<file path="src/rtl/vga_timing_pattern.sv">
// Programmable VGA timing generator with built-in test patterns and an
// external pixel path; sync, de, colour and frame_start share a 2-cycle latency.
module vga_timing_pattern #(
  parameter int         H_SYNC         = 96,
  parameter int         H_BACK         = 48,
  parameter int         H_VALID        = 640,
  parameter int         H_FRONT        = 16,
  parameter int         V_SYNC         = 2,
  parameter int         V_BACK         = 33,
  parameter int         V_VALID        = 480,
  parameter int         V_FRONT        = 10,
  parameter logic       SYNC_POL       = 1'b1,
  parameter int         CELL_LOG2      = 5,
  parameter int         RGB_W          = 12,
  parameter logic [15:0] FRAME_CNT_INIT = 16'h0000
) (
  input  logic             vga_clk,
  input  logic             sys_rst,
  input  logic [2:0]       mode,
  input  logic [RGB_W-1:0] solid_rgb,
  input  logic [RGB_W-1:0] ext_pix_data,
  output logic             pix_req,
  output logic [9:0]       pix_x,
  output logic [9:0]       pix_y,
  output logic             hsync,
  output logic             vsync,
  output logic             de,
  output logic [RGB_W-1:0] vga_rgb,
  output logic             frame_start,
  output logic [15:0]      frame_cnt
);

  localparam int H_TOTAL = H_SYNC + H_BACK + H_VALID + H_FRONT;
  localparam int V_TOTAL = V_SYNC + V_BACK + V_VALID + V_FRONT;
  localparam int HW      = $clog2(H_TOTAL);
  localparam int VW      = $clog2(V_TOTAL);
  localparam int BAR_W   = H_VALID / 8;
  localparam int BW      = (BAR_W > 1) ? $clog2(BAR_W) : 1;
  localparam int CW      = RGB_W / 3;

  localparam logic [HW-1:0] H_LAST  = HW'(H_TOTAL - 1);
  localparam logic [HW-1:0] H_SYN_E = HW'(H_SYNC);
  localparam logic [HW-1:0] H_ACT_S = HW'(H_SYNC + H_BACK);
  localparam logic [HW-1:0] H_ACT_E = HW'(H_SYNC + H_BACK + H_VALID);
  localparam logic [VW-1:0] V_LAST  = VW'(V_TOTAL - 1);
  localparam logic [VW-1:0] V_SYN_E = VW'(V_SYNC);
  localparam logic [VW-1:0] V_ACT_S = VW'(V_SYNC + V_BACK);
  localparam logic [VW-1:0] V_ACT_E = VW'(V_SYNC + V_BACK + V_VALID);
  localparam logic [BW-1:0] BAR_LAST = BW'(BAR_W - 1);
  localparam logic [9:0]    X_LAST  = 10'(H_VALID - 1);
  localparam logic [9:0]    Y_LAST  = 10'(V_VALID - 1);

  logic [HW-1:0] h_cnt;
  logic [VW-1:0] v_cnt;
  logic [BW-1:0] bar_px;
  logic [2:0]    bar_idx;
  logic [2:0]    mode_q;
  logic          h_act, v_act, frame0;

  logic             s1_de, s1_hs, s1_vs, s1_fs;
  logic [9:0]       s1_x, s1_y;
  logic [2:0]       s1_bar;
  logic [RGB_W-1:0] s1_solid;
  logic [RGB_W-1:0] colour;

  // Stage 0: counters and pixel request
  assign h_act  = (h_cnt >= H_ACT_S) && (h_cnt < H_ACT_E);
  assign v_act  = (v_cnt >= V_ACT_S) && (v_cnt < V_ACT_E);
  assign frame0 = (h_cnt == '0) && (v_cnt == '0);

  always_comb begin
    pix_req = h_act && v_act;
    pix_x   = '0;
    pix_y   = '0;
    if (pix_req) begin
      pix_x = 10'(h_cnt - H_ACT_S);
      pix_y = 10'(v_cnt - V_ACT_S);
    end
  end

  always_ff @(posedge vga_clk or posedge sys_rst) begin
    if (sys_rst) begin
      h_cnt  <= '0;
      v_cnt  <= '0;
      mode_q <= '0;
    end else begin
      if (frame0) mode_q <= mode;
      if (h_cnt == H_LAST) begin
        h_cnt <= '0;
        v_cnt <= (v_cnt == V_LAST) ? '0 : v_cnt + 1'b1;
      end else begin
        h_cnt <= h_cnt + 1'b1;
      end
    end
  end

  // Bar index tracks the column incrementally, holding at 0 outside active video
  always_ff @(posedge vga_clk or posedge sys_rst) begin
    if (sys_rst) begin
      bar_px  <= '0;
      bar_idx <= '0;
    end else if (!h_act) begin
      bar_px  <= '0;
      bar_idx <= '0;
    end else if (bar_px == BAR_LAST) begin
      bar_px  <= '0;
      bar_idx <= bar_idx + 3'd1;
    end else begin
      bar_px <= bar_px + 1'b1;
    end
  end

  // Stage 1
  always_ff @(posedge vga_clk or posedge sys_rst) begin
    if (sys_rst) begin
      s1_de    <= 1'b0;
      s1_hs    <= 1'b0;
      s1_vs    <= 1'b0;
      s1_fs    <= 1'b0;
      s1_x     <= '0;
      s1_y     <= '0;
      s1_bar   <= '0;
      s1_solid <= '0;
    end else begin
      s1_de    <= pix_req;
      s1_hs    <= h_cnt < H_SYN_E;
      s1_vs    <= v_cnt < V_SYN_E;
      s1_fs    <= frame0;
      s1_x     <= pix_x;
      s1_y     <= pix_y;
      s1_bar   <= bar_idx;
      s1_solid <= solid_rgb;
    end
  end

  // Bar order white, yellow, cyan, green, magenta, red, blue, black
  // falls out of the index bits directly: r=~b1, g=~b2, b=~b0.
  always_comb begin
    colour = '0;
    case (mode_q)
      3'd0: colour = RGB_W'({{CW{~s1_bar[1]}}, {CW{~s1_bar[2]}}, {CW{~s1_bar[0]}}});
      3'd1: colour = (s1_x[CELL_LOG2] ^ s1_y[CELL_LOG2]) ? '1 : '0;
      3'd2: colour = ((s1_x[CELL_LOG2-1:0] == '0) || (s1_y[CELL_LOG2-1:0] == '0) ||
                      (s1_x == X_LAST) || (s1_y == Y_LAST)) ? '1 : '0;
      3'd3: colour = s1_solid;
      3'd4: colour = ext_pix_data;
      default: colour = '0;
    endcase
  end

  // Stage 2: output registers; ext_pix_data arrives one cycle after pix_req
  always_ff @(posedge vga_clk or posedge sys_rst) begin
    if (sys_rst) begin
      hsync       <= ~SYNC_POL;
      vsync       <= ~SYNC_POL;
      de          <= 1'b0;
      vga_rgb     <= '0;
      frame_start <= 1'b0;
      frame_cnt   <= FRAME_CNT_INIT;
    end else begin
      hsync       <= s1_hs ? SYNC_POL : ~SYNC_POL;
      vsync       <= s1_vs ? SYNC_POL : ~SYNC_POL;
      de          <= s1_de;
      vga_rgb     <= s1_de ? colour : '0;
      frame_start <= s1_fs;
      if (s1_fs) frame_cnt <= frame_cnt + 16'd1;
    end
  end

endmodule

</file>
<file path="config.mk">
export PLATFORM = sky130hd
export DESIGN_NAME = vga_timing_pattern
export DESIGN_NICKNAME = d
export VERILOG_FILES = /design/src/rtl/vga_timing_pattern.sv
export SDC_FILE = /design/constraint.sdc
export NUM_CORES = 1
export LEC_CHECK = 0
export ABC_AREA = 1
export BUFFER_PORTS_ARGS = -buffer_cell sky130_fd_sc_hd__buf_2
export CAP_MARGIN = 5
export CORE_MARGIN = 4
export CORE_UTILIZATION = 29
export CTS_CLUSTER_SIZE = 30
export DETAILED_ROUTE_END_ITERATION = 8
export PLACE_DENSITY = 0.47
export SKIP_CTS_REPAIR_TIMING = 1
export SYNTH_ARGS = -nofsm -noshare
export SYNTH_HDL_FRONTEND = slang
export SYNTH_SLANG_ARGS = --single-unit
</file>
<file path="constraint.sdc">
create_clock -name vga_clk -period 3.6 [get_ports vga_clk]
set_input_delay 0.18 -clock vga_clk [delete_from_list [all_inputs] [get_ports vga_clk]]
set_output_delay 0.18 -clock vga_clk [all_outputs]
set_load 0.005 [all_outputs]
</file>
==> results of run 1 <==
==> cell usage in the layout, fill, tap and decap left out, types with 2 or more instances in the layout <==
cell / n
inv_2: 6
inv_1: 89
clkbuf_1: 2
nand3_2: 3
nand2_1: 92
nor2_1: 53
nor2_2: 24
a21oi_1: 14
o21ai_0: 17
clkbuf_16: 9
nor2_4: 6
nor3_1: 14
buf_2: 81
xnor2_1: 7
nand4_4: 2
dfrtp_1: 104
o22ai_1: 2
buf_4: 2
nor3b_1: 3
nand4_1: 7
nand3_1: 49
nand3b_1: 2
xor2_1: 21
dlygate4sd3_1: 12
ha_1: 11
nand2_2: 5
==> worst max-delay path, cell delays in order (launching register included) <==
cell	delay (ps)
dfrtp_1	440
inv_1	140
ha_1	270
nand2_1	100
nand2_2	70
nand2_2	90
o21ai_4	80
inv_2	100
nand4_4	400
nor2_1	270
buf_2	160
==> logic make-up (layout without fill, tap and decap cells) <==
| group | count (synthesis) | count (layout) |
|---|---|---|
| AND/OR/NAND/NOR | 265 | 265 |
| flip-flops | 104 | 104 |
| XOR/XNOR | 28 | 28 |
| adder cells (fa/ha/maj) | 11 | 11 |
| AO/OA/AOI/OAI | 36 | 36 |
| buffers and inverters | 107 | 207 |
==> power groups by stage <==
stage / clock (mW) / combinational, mW / sequential, mW
2_1_floorplan: 0 / 0.0446 / 1.20
3_3_place_gp: 0 / 0.0732 / 1.20
3_5_place_dp: 0 / 0.0746 / 1.20
4_1_cts: 1.03 / 0.0753 / 1.18
5_1_grt: 1.09 / 0.0970 / 1.18
6_report: 0.988 / 0.0822 / 1.18
==> metal layers <==
metal,track usage,up-vias,routed length (um)
met1,0.165,1757,5260
met3,0.0290,14,522
met4,0.0438,0,200
met5,0,-,0
li1,-,1902,-
met2,0.184,87,5120
==> area by class of cell <==
cell class / count / area (sq um)
multi-input cells: 340 / 1920
fillers: 1723 / 10700
repair buffers: 95 / 541
clock inverters: 4 / 51.3
clock buffers: 12 / 246
inverters: 96 / 363
flip-flops and latches: 104 / 2600
well taps: 220 / 275
==> metrics by stage <==
step	setup WS, ps	hold slack (ps)	cells
after floorplan	688	211	551
after global placement	1380	290	843
after detailed placement	1260	292	843
after CTS	889	-80.8	859
after global routing	732	10.5	871
final	967	-51.7	871
==> flip-flops by register name, summed over array words and instances (netlist names), 7 cells and up <==
register	cells
bar_px	7
frame_cnt	16
h_cnt	10
s1_solid	12
s1_x	10
s1_y	10
v_cnt	10
vga_rgb	12
==> worst max-delay path by stage <==
| stage | from | to | slack, ps | cells past startpoint |
|---|---|---|---|---|
| floorplan | sys_rst | bar_idx[0] | 690 | 1 |
| global placement | h_cnt[4] | pix_x[9] | 1380 | 10 |
| detailed placement | h_cnt[4] | pix_x[9] | 1260 | 10 |
| CTS | h_cnt[4] | pix_x[9] | 890 | 10 |
| global route | h_cnt[4] | pix_x[9] | 730 | 10 |
| finish | h_cnt[4] | pix_x[9] | 970 | 10 |
==> impl_metrics.env, run 1 <==
export IMPL_ys_warn_count=0
export IMPL_core_area_sq_um=16700
export IMPL_reg2reg_to="s1_x[9]"
export IMPL_synth_compound_area_frac=0.0403
export IMPL_min_period_over_period=0.731
export IMPL_clkPwrFrac=0.439
export IMPL_antenna_cells=0
export IMPL_critPathMaxFanout=21
export IMPL_dieHeight_um=139
export IMPL_powerDensity_nw_per_um2=375
export IMPL_cts_tree="built"
export IMPL_grt_pass1_vias=3807
export IMPL_leakagePower_nw=3.35
export IMPL_ys_top_cells_by_area="dfrtp_1 52%, nand2_1 7.0%, inv_1 6.8%, nand3_1 4.9%, nor2_1 4.0%"
export IMPL_stdcell_area_sq_um=6000
export IMPL_async_reset_ff_frac=1.00
export IMPL_clk_latency_ps=350
export IMPL_cp_arrival_ps=2450
export IMPL_cts_root_buf="clkbuf_16"
export IMPL_clkTransAtPathRegs_ps=70
export IMPL_drv_slew=0
export IMPL_synth_commonest_cells="104 x dfrtp_1, 92 x nand2_1, 90 x inv_1"
export IMPL_netlist_area_sq_um=4960
export IMPL_maxCapViolCount=0
export IMPL_violations="hold timing"
export IMPL_reg2reg_slack_ps=1550
export IMPL_numClockSinks=104
export IMPL_dpl_cell_area_sq_um=5580
export IMPL_worst_setup_path_start_kind="flop"
export IMPL_drive_above_1_share=0.232
export IMPL_swShare=0.214
export IMPL_track_usage=0.120
export IMPL_holdWs_ps=-51.7
export IMPL_hp_class="in -> async"
export IMPL_synth_xor_xnor_area_share=0.0494
export IMPL_fin_setup_tns_ps=0
export IMPL_htreeDepth=3
export IMPL_yosysSeqAreaShare=0.524
export IMPL_final_nets=686
export IMPL_period_needed_ps=2630
export IMPL_antenna_found_initial=0
export IMPL_cp_end_kind="output pin"
export IMPL_hold_violations=52
export IMPL_gr_total_overflow=0
export IMPL_path_class="reg -> out"
export IMPL_cts_made_buffers=9
export IMPL_max_freq_mhz=380
export IMPL_postSynthCellCount=551
export IMPL_dpl_hpwl_um=8390
export IMPL_row_count=47
export IMPL_skew_ps=12.3
export IMPL_synthToLayoutAreaGrowth_pct=20.8
export IMPL_rsz0062_at_grt="no"
export IMPL_internal_power_mw=1.77
export IMPL_syn_area_per_cell_sq_um=9.01
export IMPL_outcome="finished, violations left"
export IMPL_slew_headroom=0.551
export IMPL_setup_violations=0
export IMPL_synth_simple_area_share=0.269
export IMPL_reg2reg_depth=9
export IMPL_drt_pass1_iterations=5
export IMPL_r2r_start="h_cnt[4]"
export IMPL_post_drt_via_cell_ratio=4.32
export IMPL_ir_drop_v=0.000210
export IMPL_port_buffers=81
export IMPL_place_congestion=0.865
export IMPL_required_ps=3420
export IMPL_final_util=0.359
export IMPL_post_synth_mux_area_share=0
export IMPL_synth_top_area_frac=0.524
export IMPL_drtAntennaViolNets=0
export IMPL_synth_nets=591
export IMPL_grt_first_pass_wirelength_um=18900
export IMPL_power_frac_comb=0.037
export IMPL_start_util=0.297
export IMPL_wl_per_cell_um=12.7
export IMPL_ys_ff_latch=104
export IMPL_synthAdderAreaFrac=0.0277
export IMPL_grt_max_degree=55
export IMPL_drt_total_wl_um=11100
export IMPL_clockBufferDepth=2
export IMPL_drt_iter0_drc=176
export IMPL_yosysTopAreaCell="dfrtp_1"
export IMPL_vias=3760
export IMPL_worst_pin_slew_ps=673
export IMPL_yosysUniqueCellTypes=34
export IMPL_p_seq_frac=0.525
export IMPL_ios=82
export IMPL_synth_top_family_by_area="simple AND/OR/NAND/NOR gates"
export IMPL_synth_edf_count=0
export IMPL_finalPower_mw=2.25
export IMPL_synthFlopType="dfrtp_1"
export IMPL_design_die_area_sq_um=19300
export IMPL_yosysMostFrequentCell="dfrtp_1"
export IMPL_power_switching_mw=0.482
export IMPL_die_w_um=139
export IMPL_drc_errors=0
Power figures use the tool's default switching activity.
==> inputs of run 2 (changes only) <==
==> constraint.sdc (replaced) <==
create_clock -name vga_clk -period 2.5 [get_ports vga_clk]
set_input_delay 0.125 -clock vga_clk [delete_from_list [all_inputs] [get_ports vga_clk]]
set_output_delay 0.125 -clock vga_clk [all_outputs]
set_load 0.005 [all_outputs]
==> run 2 against run 1 <==
Net effect:
- the flow still finishes with violations (hold timing)
- core utilization rose by 0.40 points
- hold slack improved by 46 ps
- final area rose by 1.1%
- sequential share of layout area fell by 0.47 points
- clock-buffer cell count fell by 1
- global-route usage fell by 0.10 points
- clock skew fell by 7.1 ps
- wire length rose by 0.35%
- power rose by 43%
- highest routed layer unchanged
==> impl_metrics.env, run 2 (synthesis results as in run 1) <==
export IMPL_outcome="finished, violations left"
export IMPL_violations="hold timing"
export IMPL_start_util=0.297
export IMPL_hold_violations=2
export IMPL_maxCapViolCount=0
export IMPL_row_count=47
export IMPL_min_period_over_period=0.926
export IMPL_hp_class="in -> reg"
export IMPL_drc_errors=0
export IMPL_wl_per_cell_um=12.7
export IMPL_p_seq_frac=0.530
export IMPL_worstHoldStart="mode[2]"
export IMPL_grt_max_degree=55
export IMPL_grt_busiest_layer="met2"
export IMPL_fin_setup_tns_ps=0
export IMPL_cp_end_kind="output pin"
export IMPL_internal_power_mw=2.48
export IMPL_critPathMaxFanout=9
export IMPL_port_buffers=81
export IMPL_final_nets=691
export IMPL_regMostFlops="frame_cnt"
export IMPL_htreeDepth=3
export IMPL_cts_tree="built"
export IMPL_leakagePower_nw=3.36
export IMPL_drtAntennaViolNets=0
export IMPL_grt_util_met2=0.190
export IMPL_gr_usage_met1=0.159
export IMPL_track_usage=0.119
export IMPL_holdPathEnd="mode_q[2]"
export IMPL_holdWs_ps=-5.91
export IMPL_period_needed_ps=2310
export IMPL_setup_violations=0
export IMPL_gr_total_overflow=0
export IMPL_r2r_start="h_cnt[5]"
export IMPL_biggestRegsByFlops="frame_cnt: 16 flops, s1_solid: 12 flops, vga_rgb: 12 flops"
export IMPL_dieHeight_um=139
export IMPL_die_w_um=139
export IMPL_final_cell_mix="104 x dfrtp_1, 92 x nand2_1, 87 x inv_1, 81 x buf_2, 53 x nor2_1"
export IMPL_cp_arrival_ps=2190
export IMPL_ir_drop_v=0.000361
export IMPL_worst_setup_path_start_kind="flop"
export IMPL_numClockSinks=104
export IMPL_drt_iter0_drc=214
export IMPL_worst_pin_slew_ps=520
export IMPL_finalPower_mw=3.21
export IMPL_powerDensity_nw_per_um2=530
export IMPL_dpl_hpwl_um=8470
export IMPL_antenna_found_initial=0
export IMPL_slew_headroom=0.652
export IMPL_clk_latency_ps=350
export IMPL_fin_ws_ps=185
export IMPL_skew_ps=5.24
export IMPL_drt_pass1_iterations=5
export IMPL_num_fill_cells=1718
export IMPL_core_area_sq_um=16700
export IMPL_grt_first_pass_wirelength_um=18800
export IMPL_cts_root_buf="clkbuf_16"
export IMPL_final_util=0.363
export IMPL_rsz0062_at_grt="no"
export IMPL_reg2reg_slack_ps=570
export IMPL_path_class="reg -> out"
export IMPL_min_path_cells=3
export IMPL_drive_above_1_share=0.242
export IMPL_max_freq_mhz=432
export IMPL_place_congestion=0.835
export IMPL_antenna_cells=0
export IMPL_vias=3785
export IMPL_clkTransAtPathRegs_ps=70
export IMPL_reg2reg_to="v_cnt[3]"
export IMPL_swShare=0.227
export IMPL_clkPwrFrac=0.432
export IMPL_power_frac_comb=0.038
export IMPL_clockBufferDepth=2
export IMPL_required_ps=2380
export IMPL_pre_cts_slack_ps=382
export IMPL_drv_slew=0
export IMPL_met3_usage=0.0300
export IMPL_power_switching_mw=0.728
export IMPL_grt_pass1_vias=3787
export IMPL_synthToLayoutAreaGrowth_pct=22.1
export IMPL_cts_made_buffers=9
export IMPL_reg2reg_depth=7
export IMPL_drt_total_wl_um=11100
export IMPL_mostFrequentLayoutCell="dfrtp_1"
export IMPL_design_die_area_sq_um=19300
export IMPL_post_drt_via_cell_ratio=4.32
export IMPL_ios=82
export IMPL_largest_register_ffs=16
## run 2: metrics by stage
stage	hold slack, ps	cells	cell area [sq um]
3_3_place_gp	136	845	5610
2_1_floorplan	156	551	4970
3_5_place_dp	141	845	5610
6_report	-5.91	876	6060
4_1_cts	-235	861	5900
5_1_grt	1.46	876	6060
## run 2: layer usage
metal	wire, um	vias up
li1	-	1914
met1	5310	1761
met2	5080	97
met3	592	13
met4	158	0
met5	0	-
## run 2: worst max-delay path: stages (launching register included)
cell and delay, ps:
dfrtp_1 440, inv_2 130, ha_1 220, nand2_1 80, nand2_2 80, nand2_2 70, o21ai_4 220, inv_2 90
nand4_4 100, buf_4 220, nor2_2 60, buf_2 130
## run 2: layout make-up
| cell class | instances | area, sq um | share of cell area |
|---|---|---|---|
| Clock buffer | 11 | 253 | 0.0417 |
| Clock inverter | 5 | 40.0 | 0.00660 |
| Inverter | 96 | 364 | 0.0601 |
| Multi-Input combinational cell | 340 | 1920 | 0.317 |
| Sequential cell | 104 | 2600 | 0.429 |
| Tap cell | 220 | 275 | 0.0454 |
| Timing Repair Buffer | 100 | 608 | 0.100 |
## run 2: how the worst max path moves through the flow
| stage | from | end | cells after the start |
|---|---|---|---|
| final | h_cnt[4] | pix_y[3] | 11 |
| after global routing | h_cnt[4] | pix_y[3] | 11 |
| after floorplan | h_cnt[4] | s1_y[5] | 10 |
| after CTS | h_cnt[4] | pix_y[3] | 11 |
| after global placement | h_cnt[4] | pix_y[5] | 11 |
| after detailed placement | h_cnt[4] | pix_y[3] | 11 |
## run 2: power by group through the flow
| stage | combinational (mW) | sequential (mW) | clock [mW] |
|---|---|---|---|
| 2_1_floorplan | 0.0646 | 1.73 | 0 |
| 3_3_place_gp | 0.107 | 1.73 | 0 |
| 3_5_place_dp | 0.108 | 1.73 | 0 |
| 4_1_cts | 0.109 | 1.70 | 1.43 |
| 5_1_grt | 0.143 | 1.70 | 1.50 |
| 6_report | 0.122 | 1.70 | 1.39 |
